<file path="config.mk">
export PLATFORM = sky130hd
export DESIGN_NAME = tt3_sweep_capture_flat
export DESIGN_NICKNAME = d
export VERILOG_FILES = /design/src/rtl/tt3_pkg.sv /design/src/rtl/tt3_sweep_capture_if.sv /design/src/rtl/tt3_sync.sv /design/src/rtl/tt3_sweep_capture.sv /design/src/flat_wrapper.sv
export SDC_FILE = /design/constraint.sdc
export NUM_CORES = 1
export LEC_CHECK = 0
export ABC_AREA = 1
export CORE_MARGIN = 1
export CORE_UTILIZATION = 25
export DETAILED_ROUTE_END_ITERATION = 10
export GPL_TIMING_DRIVEN = 0
export HOLD_SLACK_MARGIN = 0.15
export PLACE_DENSITY = 0.55
export SLEW_MARGIN = 20
export SYNTH_ARGS = -nofsm -noshare
export SYNTH_HDL_FRONTEND = slang
export SYNTH_SLANG_ARGS = --single-unit
</file>
<file path="constraint.sdc">
create_clock -name clk -period 1.55 [get_ports clk]
set_input_delay 0.465 -clock clk [delete_from_list [all_inputs] [get_ports clk]]
set_output_delay 0.465 -clock clk [all_outputs]
set_load 0.05 [all_outputs]
</file>
<file path="src/rtl/tt3_pkg.sv">
// rtl/tt3_pkg.sv - shared state enum, vector count and bit-ordering helper for tt3 harnesses
package tt3_pkg;

  typedef enum logic [1:0] {
    IDLE  = 2'd0,
    DRIVE = 2'd1,
    DONE  = 2'd2
  } tt3_state_e;

  localparam int TT3_NVEC = 8;

  // Vector k lands in bit 7-k so 000 is the MSB of the truth-table byte.
  function automatic logic [2:0] tt3_bit(input logic [2:0] k);
    return 3'(TT3_NVEC - 1) - k;
  endfunction

endpackage

</file>
<file path="src/rtl/tt3_sweep_capture_if.sv">
// rtl/tt3_sweep_capture_if.sv - sweep request / result handshake between a harness and the capture stage
interface tt3_sweep_capture_if;
  logic       start;
  logic       busy;
  logic       done;
  logic [7:0] table_out;
  logic       match;

  modport master (output start, input busy, input done, input table_out, input match);
  modport slave  (input start, output busy, output done, output table_out, output match);
endinterface

</file>
<file path="src/rtl/tt3_sync.sv">
// rtl/tt3_sync.sv - parameterless 2-flop synchroniser for the gate output (used under TT3_SYNC_EN)
module tt3_sync (
  input  logic clk,
  input  logic d,
  output logic q
);
  logic meta;

  always_ff @(posedge clk) begin
    meta <= d;
    q    <= meta;
  end
endmodule

</file>
<file path="src/rtl/tt3_sweep_capture.sv">
// rtl/tt3_sweep_capture.sv - drives 8 input vectors into a 3-input gate and captures its truth-table byte
// Optional TT3_SYNC_EN: route dut_out through a 2-flop synchroniser before sampling.
module tt3_sweep_capture
  import tt3_pkg::*;
#(
  parameter int         DWELL    = 4,
  parameter logic [7:0] EXPECTED = 8'h43
) (
  input  logic                       clk,
  input  logic                       rst,
  tt3_sweep_capture_if.slave         ctl,
  output logic                       in1,
  output logic                       in2,
  output logic                       in3,
  input  logic                       dut_out
);

  localparam int         CW       = (DWELL > 1) ? $clog2(DWELL) : 1;
  localparam logic [CW-1:0] CNT_LAST = CW'(DWELL - 1);
  localparam logic [2:0] VEC_LAST = 3'(TT3_NVEC - 1);

  logic sample_bit;

`ifdef TT3_SYNC_EN
  if (DWELL < 3) begin : g_dwell_check
    $error("tt3_sweep_capture: DWELL must be >= 3 with TT3_SYNC_EN");
  end

  tt3_sync u_sync (
    .clk (clk),
    .d   (dut_out),
    .q   (sample_bit)
  );
`else
  if (DWELL < 1) begin : g_dwell_check
    $error("tt3_sweep_capture: DWELL must be >= 1");
  end

  assign sample_bit = dut_out;
`endif

  tt3_state_e    state, state_n;
  logic [2:0]    vec, vec_n;
  logic [CW-1:0] cnt, cnt_n;
  logic [7:0]    acc, acc_n;
  logic [7:0]    table_q, table_n;
  logic          match_q, match_n;
  logic          done_q, done_n;
  logic          busy_q;
  logic [2:0]    drive_q;

  always_ff @(posedge clk) begin
    if (rst) begin
      state   <= IDLE;
      vec     <= 3'd0;
      cnt     <= '0;
      acc     <= 8'h00;
      table_q <= 8'h00;
      match_q <= 1'b0;
      done_q  <= 1'b0;
      busy_q  <= 1'b0;
      drive_q <= 3'b000;
    end else begin
      state   <= state_n;
      vec     <= vec_n;
      cnt     <= cnt_n;
      acc     <= acc_n;
      table_q <= table_n;
      match_q <= match_n;
      done_q  <= done_n;
      busy_q  <= (state_n == DRIVE);
      drive_q <= (state_n == DRIVE) ? vec_n : 3'b000;
    end
  end

  // Results publish on the edge that takes the last sample, so table_out is valid alongside done.
  always_comb begin
    state_n = state;
    vec_n   = vec;
    cnt_n   = cnt;
    acc_n   = acc;
    table_n = table_q;
    match_n = match_q;
    done_n  = 1'b0;
    case (state)
      IDLE: begin
        if (ctl.start) begin
          state_n = DRIVE;
          vec_n   = 3'd0;
          cnt_n   = '0;
          acc_n   = 8'h00;
        end
      end
      DRIVE: begin
        if (cnt == CNT_LAST) begin
          cnt_n                = '0;
          acc_n[tt3_bit(vec)]  = sample_bit;
          if (vec == VEC_LAST) begin
            state_n = DONE;
            table_n = acc_n;
            match_n = (acc_n == EXPECTED);
            done_n  = 1'b1;
          end else begin
            vec_n = vec + 3'd1;
          end
        end else begin
          cnt_n = cnt + CW'(1);
        end
      end
      DONE:    state_n = IDLE;
      default: state_n = IDLE;
    endcase
  end

  assign {in1, in2, in3} = drive_q;
  assign ctl.busy        = busy_q;
  assign ctl.done        = done_q;
  assign ctl.table_out   = table_q;
  assign ctl.match       = match_q;

endmodule

</file>
<file path="src/flat_wrapper.sv">
// flat-port wrapper written by rule: the top's interface ports become plain ports
module tt3_sweep_capture_flat import tt3_pkg::*;
#(
  parameter int         DWELL    = 4,
  parameter logic [7:0] EXPECTED = 8'h43
)
  (clk, rst, in1, in2, in3, dut_out, ctl_start, ctl_busy, ctl_done, ctl_table_out, ctl_match);
  tt3_sweep_capture_if ctl_i ();
  input  logic clk;
  input  logic rst;
  output logic in1;
  output logic in2;
  output logic in3;
  input  logic dut_out;
  input wire logic [$bits(ctl_i.start)-1:0] ctl_start;
  output wire logic [$bits(ctl_i.busy)-1:0] ctl_busy;
  output wire logic [$bits(ctl_i.done)-1:0] ctl_done;
  output wire logic [$bits(ctl_i.table_out)-1:0] ctl_table_out;
  output wire logic [$bits(ctl_i.match)-1:0] ctl_match;
  assign ctl_i.start = ctl_start;
  assign ctl_busy = ctl_i.busy;
  assign ctl_done = ctl_i.done;
  assign ctl_table_out = ctl_i.table_out;
  assign ctl_match = ctl_i.match;
  tt3_sweep_capture #(.DWELL(DWELL), .EXPECTED(EXPECTED)) u_core (.clk(clk), .rst(rst), .ctl(ctl_i), .in1(in1), .in2(in2), .in3(in3), .dut_out(dut_out));
endmodule
</file>
==> qor.yml <==
io_buffers: 16
min_path_type: "in -> reg"
yosys.area.top_type: "dfxtp_1"
hold_depth: 2
wl_mm: 2.71
stdcell_count: 264
synth.avg_cell_area_sq_um: 7.51
end_kind: "output port"
synthTopCellsByCount: "nand2_1, dfxtp_1, nand3_1, nor2_1, inv_1"
hold_viol: 0
globalRouteOverflowTotal: 0
drtIter0Drc: 42
grt_pass1_vias: 1054
synth_edf_count: 0
die_h_um: 74.1
cp.depth: 1
worstSkewPairLatency_ps: 280
hold_buffers: 0
cts_buffers: 5
synth_cell_types: 25
die_x_um: 74.1
place_inst: 256
synthCells: 173
synth_area_leaders: "dfxtp_1, nand2_1, nand3_1"
wl_per_cell_um: 10.2
io_pins: 18
vias_per_cell: 4.25
period_needed_ps: 1450
netlist_area_sq_mm: 0.00130
ys_ff_latch: 29
drc: 0
min_period_over_period: 0.938
powerDensity_mw_per_mm2: 912
ir_worst_vdd_v: 0.000219
cp.arrival_ps: 990
synth_most_common_cell: "nand2_1"
critPathLaunchType: "flip-flop"
path_cells: "clkdlybuf4s15_2"
synth-seq-area-share: 0.447
path_buf_inv: 1
drive_gt1_frac: 0.244
grt_pass1_wl_mm: 4.71
synth_top_area_frac: 0.447
worst_slew_pin_slew_ps: 440
final-max-slew-violation-count: 0
skew_ps: 6.44
placed_area_sq_mm: 0.00154
antenna_found_initial: 0
dr.pass1.iters: 4
cts_buffer_depth: 2
worst_r2r_path_depth: 8
slowest_delay_ps: 370
htree_levels: 2
required_ps: 1080
grtUsageTotal: 0.116
cts.root.buffer_cell: "clkbuf_8"
fin_util: 0.342
std_cell_rows: 25
n_fill_cell: 539
max-slew-margin-rel: 0.707
worst-setup-path-type: "reg -> out"
cts_tree: "built"
clock_sinks: 29
place.gp.congestion: 0.848
critPathTopFamily: "buffers and inverters"
cap_viol_max_count: 0
synthArstFlopShare: 0
rsz0062_at_grt: "false"
max_freq_mhz: 688
place_hpwl_mm: 1.99
diodes: 0
cts.clk_slew.worst_paths_ps: 60
core_sq_mm: 0.00485
synth_nets: 179
start_util: 0.268
vias: 1123
cp_slowest_cell: "clkdlybuf4s15_2"
stdcell_area_sq_mm: 0.00166
final_antenna_net_count: 0
dieArea_sq_mm: 0.00549
hold_slack_ps: 413
grt_max_degree: 11
status: "complete, no violations"
ys.flop_type: "dfxtp_1"
setup_viol: 0
p_leak_uw: 0.000663
final_nets: 202
ys_warn_count: 0
cts_setup_buffers: 0
areaGrowthSynthToFinish_pct: 27.6
crit_fanout: 2
cells by family after synthesis:
logic type,after synthesis,share of synthesized area
flops,29,0.447
simple gates,93,0.336
buf+inv,27,0.106
compound gates,22,0.0924
fa+ha+maj,2,0.0192
report_power, final:
| group | internal (uW) | switching, uW |
|---|---|---|
| logic | 20.8 | 47.6 |
| registers | 753 | 4.86 |
| clock network | 400 | 286 |
| total | 1170 | 338 |
worst paths after layout:
kind,start,end,slack (ps)
setup / recovery,u_core.ctl.table_out[4],ctl_table_out[4],100
hold / removal,rst,u_core.acc[1],410
setup reg to reg,u_core.cnt[0],u_core.vec[0],150
hold reg to reg,u_core.acc[3],u_core.acc[3],460
placed cells by master, fill, tap and decap left out, types with 2 or more instances in the layout:
| master | n |
|---|---|
| nand4_1 | 3 |
| inv_1 | 11 |
| buf_4 | 3 |
| clkbuf_8 | 7 |
| o21ai_0 | 2 |
| inv_2 | 7 |
| dfxtp_1 | 28 |
| nand2_2 | 3 |
| nand2_1 | 42 |
| o21ai_1 | 7 |
| nor2_4 | 4 |
| buf_6 | 3 |
| clkdlybuf4s15_2 | 12 |
| nor2_1 | 12 |
| nand3_1 | 23 |
| a21oi_1 | 10 |
| clkbuf_2 | 2 |
| nor2_2 | 2 |
| and3_1 | 2 |
area by class of cell:
cell class                 instances  area (sq um)  area share
buffer                             7          60.1      0.0362
clock buffer                       7          96.3      0.0581
clock inverter                     1          5.00     0.00302
inverter                          20          77.6      0.0468
multi-input combinational        117           587       0.354
sequential                        29           582       0.351
tap                               67          83.8      0.0505
timing repair buffer              16           168       0.101
metal layers:
layer | vias to the layer above | track usage | wire [um] | share of wire
met1 | 492 | 0.142 | 1360 | 0.50
met4 | 0 | 0.0769 | 65 | 0.024
met5 | - | 0 | 0 | 0
met3 | 5 | 0.0366 | 122 | 0.045
li1 | 603 | - | - | -
met2 | 23 | 0.174 | 1160 | 0.43
flip-flops by register name, indices dropped and copies added (netlist names):
| register | flops |
|---|---|
| u_core.ctl.done | 1 |
| u_core.cnt | 2 |
| u_core.ctl.busy | 1 |
| u_core.ctl.table_out | 8 |
| u_core.vec | 3 |
| u_core.acc | 8 |
| u_core.drive_q | 3 |
| u_core.state | 2 |
| u_core.ctl.match | 1 |
metrics by stage:
stage,setup TNS (ps),total power (uW),setup WS (ps)
4_1_cts,0,1530,4.57
3_3_place_gp,-3400,843,-266
2_1_floorplan,0,820,273
5_1_grt,0,1570,9.68
6_report,0,1510,96.4
3_5_place_dp,-3450,844,-261
timing repair:
action | 4_1_cts | 5_1_grt
endpoints found under the setup margin | 14 | 11
pin swaps | 0 | 1
resized for setup | 40 | 7
Power figures use the tool's default switching activity.
